**config.mk**
```make
export PLATFORM = sky130hd
export DESIGN_NAME = counter
export DESIGN_NICKNAME = d
export VERILOG_FILES = /design/src/rtl/counter.sv
export SDC_FILE = /design/constraint.sdc
export NUM_CORES = 1
export LEC_CHECK = 0
export ABC_AREA = 0
export ABC_CLOCK_PERIOD_IN_PS = 2800
export BUFFER_PORTS_ARGS = -buffer_cell sky130_fd_sc_hd__buf_2
export CORE_AREA = 8 8 45 47
export CTS_CLUSTER_DIAMETER = 150
export DETAILED_ROUTE_END_ITERATION = 10
export DIE_AREA = 0 0 53 55
export PLACE_DENSITY = 0.68
export SYNTH_ARGS = -nofsm -noshare
export SYNTH_HDL_FRONTEND = slang
export SYNTH_SLANG_ARGS = --single-unit
```
**constraint.sdc**
```tcl
create_clock -name clk -period 2.8 [get_ports clk]
set_input_delay 0.14 -clock clk [delete_from_list [all_inputs] [get_ports clk]]
set_output_delay 0.14 -clock clk [all_outputs]
set_load 0.005 [all_outputs]
```
**src/rtl/counter.sv**
```systemverilog
// rtl/counter.sv - up/down counter with programmable start, terminal and step
// Behavioral and structural implementations, selected at build time, are cycle-identical.
`timescale 1ns/1ps
module counter #(
    parameter                  ARCHITECTURE = "BEHAVIORAL",
    parameter int              DATA_WIDTH   = 8,
    parameter longint unsigned COUNT_FROM   = 0,
    parameter longint unsigned COUNT_TO     = 255,
    parameter longint unsigned STEP         = 1
) (
    input  logic                  clk,
    input  logic                  rst,
    input  logic                  en,
    output logic [DATA_WIDTH-1:0] out
);
    localparam int W = DATA_WIDTH;
    localparam logic [W-1:0] FROM_W = COUNT_FROM[W-1:0];
    localparam logic [W-1:0] TO_W   = COUNT_TO[W-1:0];
    localparam logic [W-1:0] STEP_W = STEP[W-1:0];
    localparam logic [W-1:0] ONE_W  = 1;
    localparam bit           UP     = (TO_W >= FROM_W);

    logic [W-1:0] count_q;
    logic [W-1:0] count_d;

    assign out = count_q;

    if (W < 1 || W > 64) begin : g_bad_width
        $error("counter: DATA_WIDTH must be 1..64");
    end
    if (W < 64 && ((COUNT_FROM >> W) != 0 || (COUNT_TO >> W) != 0 || (STEP >> W) != 0)) begin : g_bad_range
        $error("counter: COUNT_FROM, COUNT_TO and STEP must fit in DATA_WIDTH");
    end
    if (STEP_W == '0) begin : g_bad_step
        $error("counter: STEP must be non-zero");
    end

    if (ARCHITECTURE == "BEHAVIORAL") begin : g_beh
        logic [W:0] sum_up;
        logic [W:0] lim_dn;
        logic       wrap;

        assign sum_up = {1'b0, count_q} + {1'b0, STEP_W};
        assign lim_dn = {1'b0, TO_W} + {1'b0, STEP_W};
        assign wrap   = (count_q == TO_W) ||
                        (UP ? (sum_up > {1'b0, TO_W}) : ({1'b0, count_q} < lim_dn));

        always_comb begin
            count_d = count_q;
            if (en) begin
                if (wrap) count_d = FROM_W;
                else      count_d = UP ? sum_up[W-1:0] : (count_q - STEP_W);
            end
        end

        always_ff @(posedge clk or posedge rst) begin
            if (rst) count_q <= FROM_W;
            else     count_q <= count_d;
        end
    end else if (ARCHITECTURE == "STRUCTURAL") begin : g_str
        // Down mode adds the two's complement of STEP; a missing carry-out means a borrow.
        localparam logic [W-1:0] ADD_B = UP ? STEP_W : (~STEP_W + ONE_W);

        logic [W:0]   carry;
        logic [W-1:0] sum;
        logic [W:0]   gt_c;
        logic [W:0]   lt_c;
        logic [W:0]   eq_c;
        logic         wrap;

        assign carry[0] = 1'b0;
        assign gt_c[0]  = 1'b0;
        assign lt_c[0]  = 1'b0;
        assign eq_c[0]  = 1'b1;

        for (genvar i = 0; i < W; i++) begin : g_bit
            logic bit_q;

            assign sum[i]     = count_q[i] ^ ADD_B[i] ^ carry[i];
            assign carry[i+1] = (count_q[i] & ADD_B[i]) | (carry[i] & (count_q[i] ^ ADD_B[i]));
            assign gt_c[i+1]  = (sum[i] & ~TO_W[i]) | (~(sum[i] ^ TO_W[i]) & gt_c[i]);
            assign lt_c[i+1]  = (~sum[i] & TO_W[i]) | (~(sum[i] ^ TO_W[i]) & lt_c[i]);
            assign eq_c[i+1]  = eq_c[i] & ~(count_q[i] ^ TO_W[i]);

            always_ff @(posedge clk or posedge rst) begin
                if (rst) bit_q <= FROM_W[i];
                else     bit_q <= count_d[i];
            end
            assign count_q[i] = bit_q;
        end

        assign wrap = UP ? (eq_c[W] | carry[W] | gt_c[W])
                         : (eq_c[W] | ~carry[W] | lt_c[W]);

        always_comb begin
            count_d = count_q;
            if (en) count_d = wrap ? FROM_W : sum;
        end
    end else begin : g_bad_arch
        $error("counter: ARCHITECTURE must be BEHAVIORAL or STRUCTURAL");
    end
endmodule

```
After elaboration in Yosys (flattened, before gate mapping)

Cells that the tools add are included.

Add/subtract/negate cells: 1
Order comparisons: 1
Eq/ne operators: 1
Multiplexer cells: 1
Reduce and logical (&&, ||, !) cells: 1

Operator list:

| operator                                                      | count |
|---|---|
| adder 8 x 1 -> 9 bit, second input constant                   | 1 |
| greater-than comparator 9 x 8 -> 1 bit, second input constant | 1 |
| equality test 8 bit, second input constant                    | 1 |
| two-way mux 8 bit                                             | 1 |
| logical OR 1 bit                                              | 1 |

Bits in registers: 8

Longest topological paths before layout

Depth after elaboration: 4
Depth in mapped cells: 6
Depth with buffers taken out: 6

Worst setup path after synthesis

No wires, ideal clock.

Path kind: register to register
Start: reg count_q[0] (netlist: out[0])
End: reg count_q[0] (netlist: out[0])
Setup time: 0.125 ns
Arrival time: 1.588 ns
Setup slack: 1.087 ns
Stages on the path, launching flop included: 7
Buffers on the path: 0
Path through: dfrtp_1 inv_1 ha_1 nor3_1 maj3_2 a21oi_1 mux2_2

Longest elaborated chain between the ends: 4
Elaborated cells on any way between the ends: 5

RTL lines:

| what                                   | RTL line | source |
|---|---|---|
| from (decl)                            | 23       | `logic [W-1:0] count_q;` |
| from (signal assigned)                 | 58       | `else count_q <= count_d;` |
| adder 8 x 1 -> 9 bit                   | 43       | `assign sum_up = {1'b0, count_q} + {1'b0, STEP_W};` |
| greater-than comparator 9 x 8 -> 1 bit | 46       | `(UP ? (sum_up > {1'b0, TO_W}) : ({1'b0, count_q} < lim_dn));` |
| logical OR 1 bit                       | 45       | `assign wrap = (count_q == TO_W) \|\|` |
| two-way mux 8 bit (*)                  | 51       | `if (wrap) count_d = FROM_W;` |

Mark *: on every way between the ends. The rest lies on a longest branch, timed or not.
A chain may end at the register's enable or synchronous reset.

Worst setup path in the final report

Start: reg count_q[0] (netlist: out[0])
End: reg count_q[3] (netlist: out[3])

The elaborated chain is that of the path after synthesis.

==> flow_metrics.tcl <==
set metrics [dict create \
    layout.nets 78 \
    crit_slowest_cell "dfrtp_1" \
    wl_um 1180 \
    seq_power_share_pct 35.9 \
    path_cells "inv_1 -> ha_1 -> nor3_1 -> maj3_2 -> a21oi_1 -> a211o_1" \
    path_class "flip-flop to flip-flop" \
    setup_ws_ns 0.996 \
    synth_area_leader_cell "dfrtp_1" \
    clk_path_buf_depth 2 \
    regToRegSetupSlack_ns 1.0 \
    hold_class "input port to flip-flop" \
    max_slew_margin_pct 78.3 \
    yosys-top-cells-area "dfrtp_1, a21oi_1, ha_1, o21ai_0, nor3_1" \
    fin_tns_setup_ns 0 \
    grt_pass1_wl_um 1880 \
    io_pins 11 \
    r2r-end "out[3]" \
    cp.required_ns 2.94 \
    clock_latency_ns 0.26 \
    io_buffers 10 \
    cts_tree "built" \
    first_global_vias 419 \
    synth.top_cell.area_share_pct 40.4 \
    stdcell_count 87 \
    rows 14 \
    post-synth-top-count-cell "dfrtp_1" \
    avgSynthCellArea_sq_um 8.69 \
    dr.pass1.iters 4 \
    setup_violations 0 \
    switching_share_pct 43.4 \
    net-switching-power_uw 288 \
    drive_gt1_share_pct 25.4 \
    synth_seq_cells 8 \
    whs_path_depth 2 \
    p_int_uw 376 \
    worst_setup_path_start_kind "flip-flop" \
    synth_common_cells "dfrtp_1, a21oi_1, inv_1, nand2_1, o21ai_0" \
    grt_setup_unrepaired "no" \
    antenna_found_initial 0 \
    worstRegToRegCells 6 \
    cts_resized 0 \
    dp_hpwl_um 873 \
    crit_family "adder cells" \
    globalRouteOverflowTotal 0 \
    postCtsSetupRepairBufs 0 \
    die_area_sq_um 2920 \
    arrival_ns 1.95 \
    dp.cells 83 \
    finalCriticalPeriod_ns 1.80 \
    ys_seq_area_share_pct 40.4 \
    critPathCaptureType "flip-flop" \
    die_y_um 55 \
    ctsHoldBuffers 1 \
    powerDensity_nw_per_um2 1110 \
    period_share_pct 64.4 \
    async_reset_ff_share_pct 100 \
    clkPwrFrac_pct 13.6 \
    pwr-share-comb_pct 50.5 \
    vdd_ir_drop_max_uv 336 \
    grt_start_max_net_pins 10 \
    drv_slew 0 \
    cts.sinks 8 \
    synth_fp_nets 62 \
    max_freq_mhz 554 \
    antennaDiodeCount 0 \
    yosysUniqueCellTypes 24 \
    path_buf_inv 1 \
    tightest_slew_ns 0.326 \
    hold_viol 0 \
    core_sq_um 1380 \
    fin_util_pct 43.2 \
    final_antenna_net_count 0 \
    p_total_uw 664 \
    run_status "complete, no violations" \
    via_per_inst 5.40 \
    hold_start "en" \
    leakagePower_nw 0.282 \
    vias 470 \
    gp_congestion 0.803 \
    whs_endpoint "out[2]" \
    drv_cap 0 \
    initial_core_util_pct 35.8 \
    post-place-ws_ns 1.01 \
    post_drt_wl_per_cell_um 13.6 \
    path_max_fanout 8 \
    synthCells 57 \
    synth_top_flop_cell "dfrtp_1" \
    ys_warn_count 0 \
    synth_area_sq_um 495 \
    synthToLayoutAreaGrowth_pct 20.7 \
    synth_edf_count 0 \
    drc 0 \
    critPathMaxStageDelay_ns 0.46 \
    htreeDepth 1 \
    fin_skew_ns 0.00870 \
    grt_util_all_layers_pct 9.06 \
    drt_iter0_markers 8 \
    r2r_start "out[0]" \
    root_buffer "clkbuf_4" \
    die_x_um 53 \
    clkSlewWorstSetupHoldPaths_ns 0.06 \
    largest_reg_flops 8 \
    cts_inserted_buffers 3 \
]
## cell families (layout without fill, tap and decap cells)
group           count (synthesis)  in the layout  share of synthesized area (%)
fa+ha+maj                       3              3                           7.32
mux                             1              1                           2.27
buf+inv                         6             20                           4.55
flops                           8              8                           40.4
simple gates                   23             23                           24.8
compound gates                 15             15                           18.9
xor+xnor                        1              1                           1.77
## through the flow
stage / hold WS [ns] / area [sq um]
CTS: 0.158 / 598
finish: 0.166 / 598
global route: 0.173 / 598
detailed placement: 0.116 / 566
floorplan: -0.0443 / 495
global placement: 0.0991 / 566
## cells in the final DEF (no fill, tap or decap), types with 2 or more instances in the layout
cell type,n
buf_2,10
a21oi_1,5
nand4_1,3
clkbuf_4,3
nand2_1,5
ha_1,2
o21ai_0,5
nor3_1,4
nand3_1,2
nor2_1,3
dfrtp_1,8
a211o_1,2
inv_1,5
## final cells by class
cell class / instances / area (sq um)
flip-flops and latches: 8 / 200
multi-input cells: 43 / 273
fillers: 138 / 786
clock buffers: 3 / 22.5
repair buffers: 11 / 60.1
inverters: 6 / 22.5
well taps: 16 / 20.0
## routing by layer
metal  GRT usage [%]  vias to the layer above  share of wire [%]
met5               0                        -                  0
met4            7.76                        0               0.85
met3            2.41                        2                4.2
met2            13.3                        7                 49
met1            10.8                      224                 45
li1                -                      237                  -
## worst reg2reg max path: cells and delay by family (launching register included)
kind	cells	cell delay, ns
AND/OR/NAND/NOR	1	0.20
adder cells (fa/ha/maj)	2	0.61
buffers and inverters	1	0.09
flip-flops	1	0.46
AO/OA/AOI/OAI	2	0.33
## worst max-delay path by stage
| stage | start | to | slack, ns | depth (start not counted) |
|---|---|---|---|---|
| finish | out[0] | out[3] | 1.0 | 6 |
| global route | out[0] | out[0] | 0.87 | 6 |
| CTS | out[0] | out[3] | 1.00 | 6 |
| detailed placement | out[0] | out[0] | 1.01 | 6 |
| global placement | out[0] | out[3] | 1.05 | 6 |
| floorplan | out[0] | out[0] | 1.09 | 6 |
## power groups by stage
| stage | logic (mW) | clock network (mW) | registers, mW |
|---|---|---|---|
| final | 0.336 | 0.0901 | 0.238 |
| after global routing | 0.374 | 0.103 | 0.250 |
| after detailed placement | 0.335 | 0 | 0.239 |
| after CTS | 0.337 | 0.0951 | 0.237 |
| after floorplan | 0.244 | 0 | 0.229 |
| after global placement | 0.328 | 0 | 0.237 |
(Power assumes the default switching activity.)
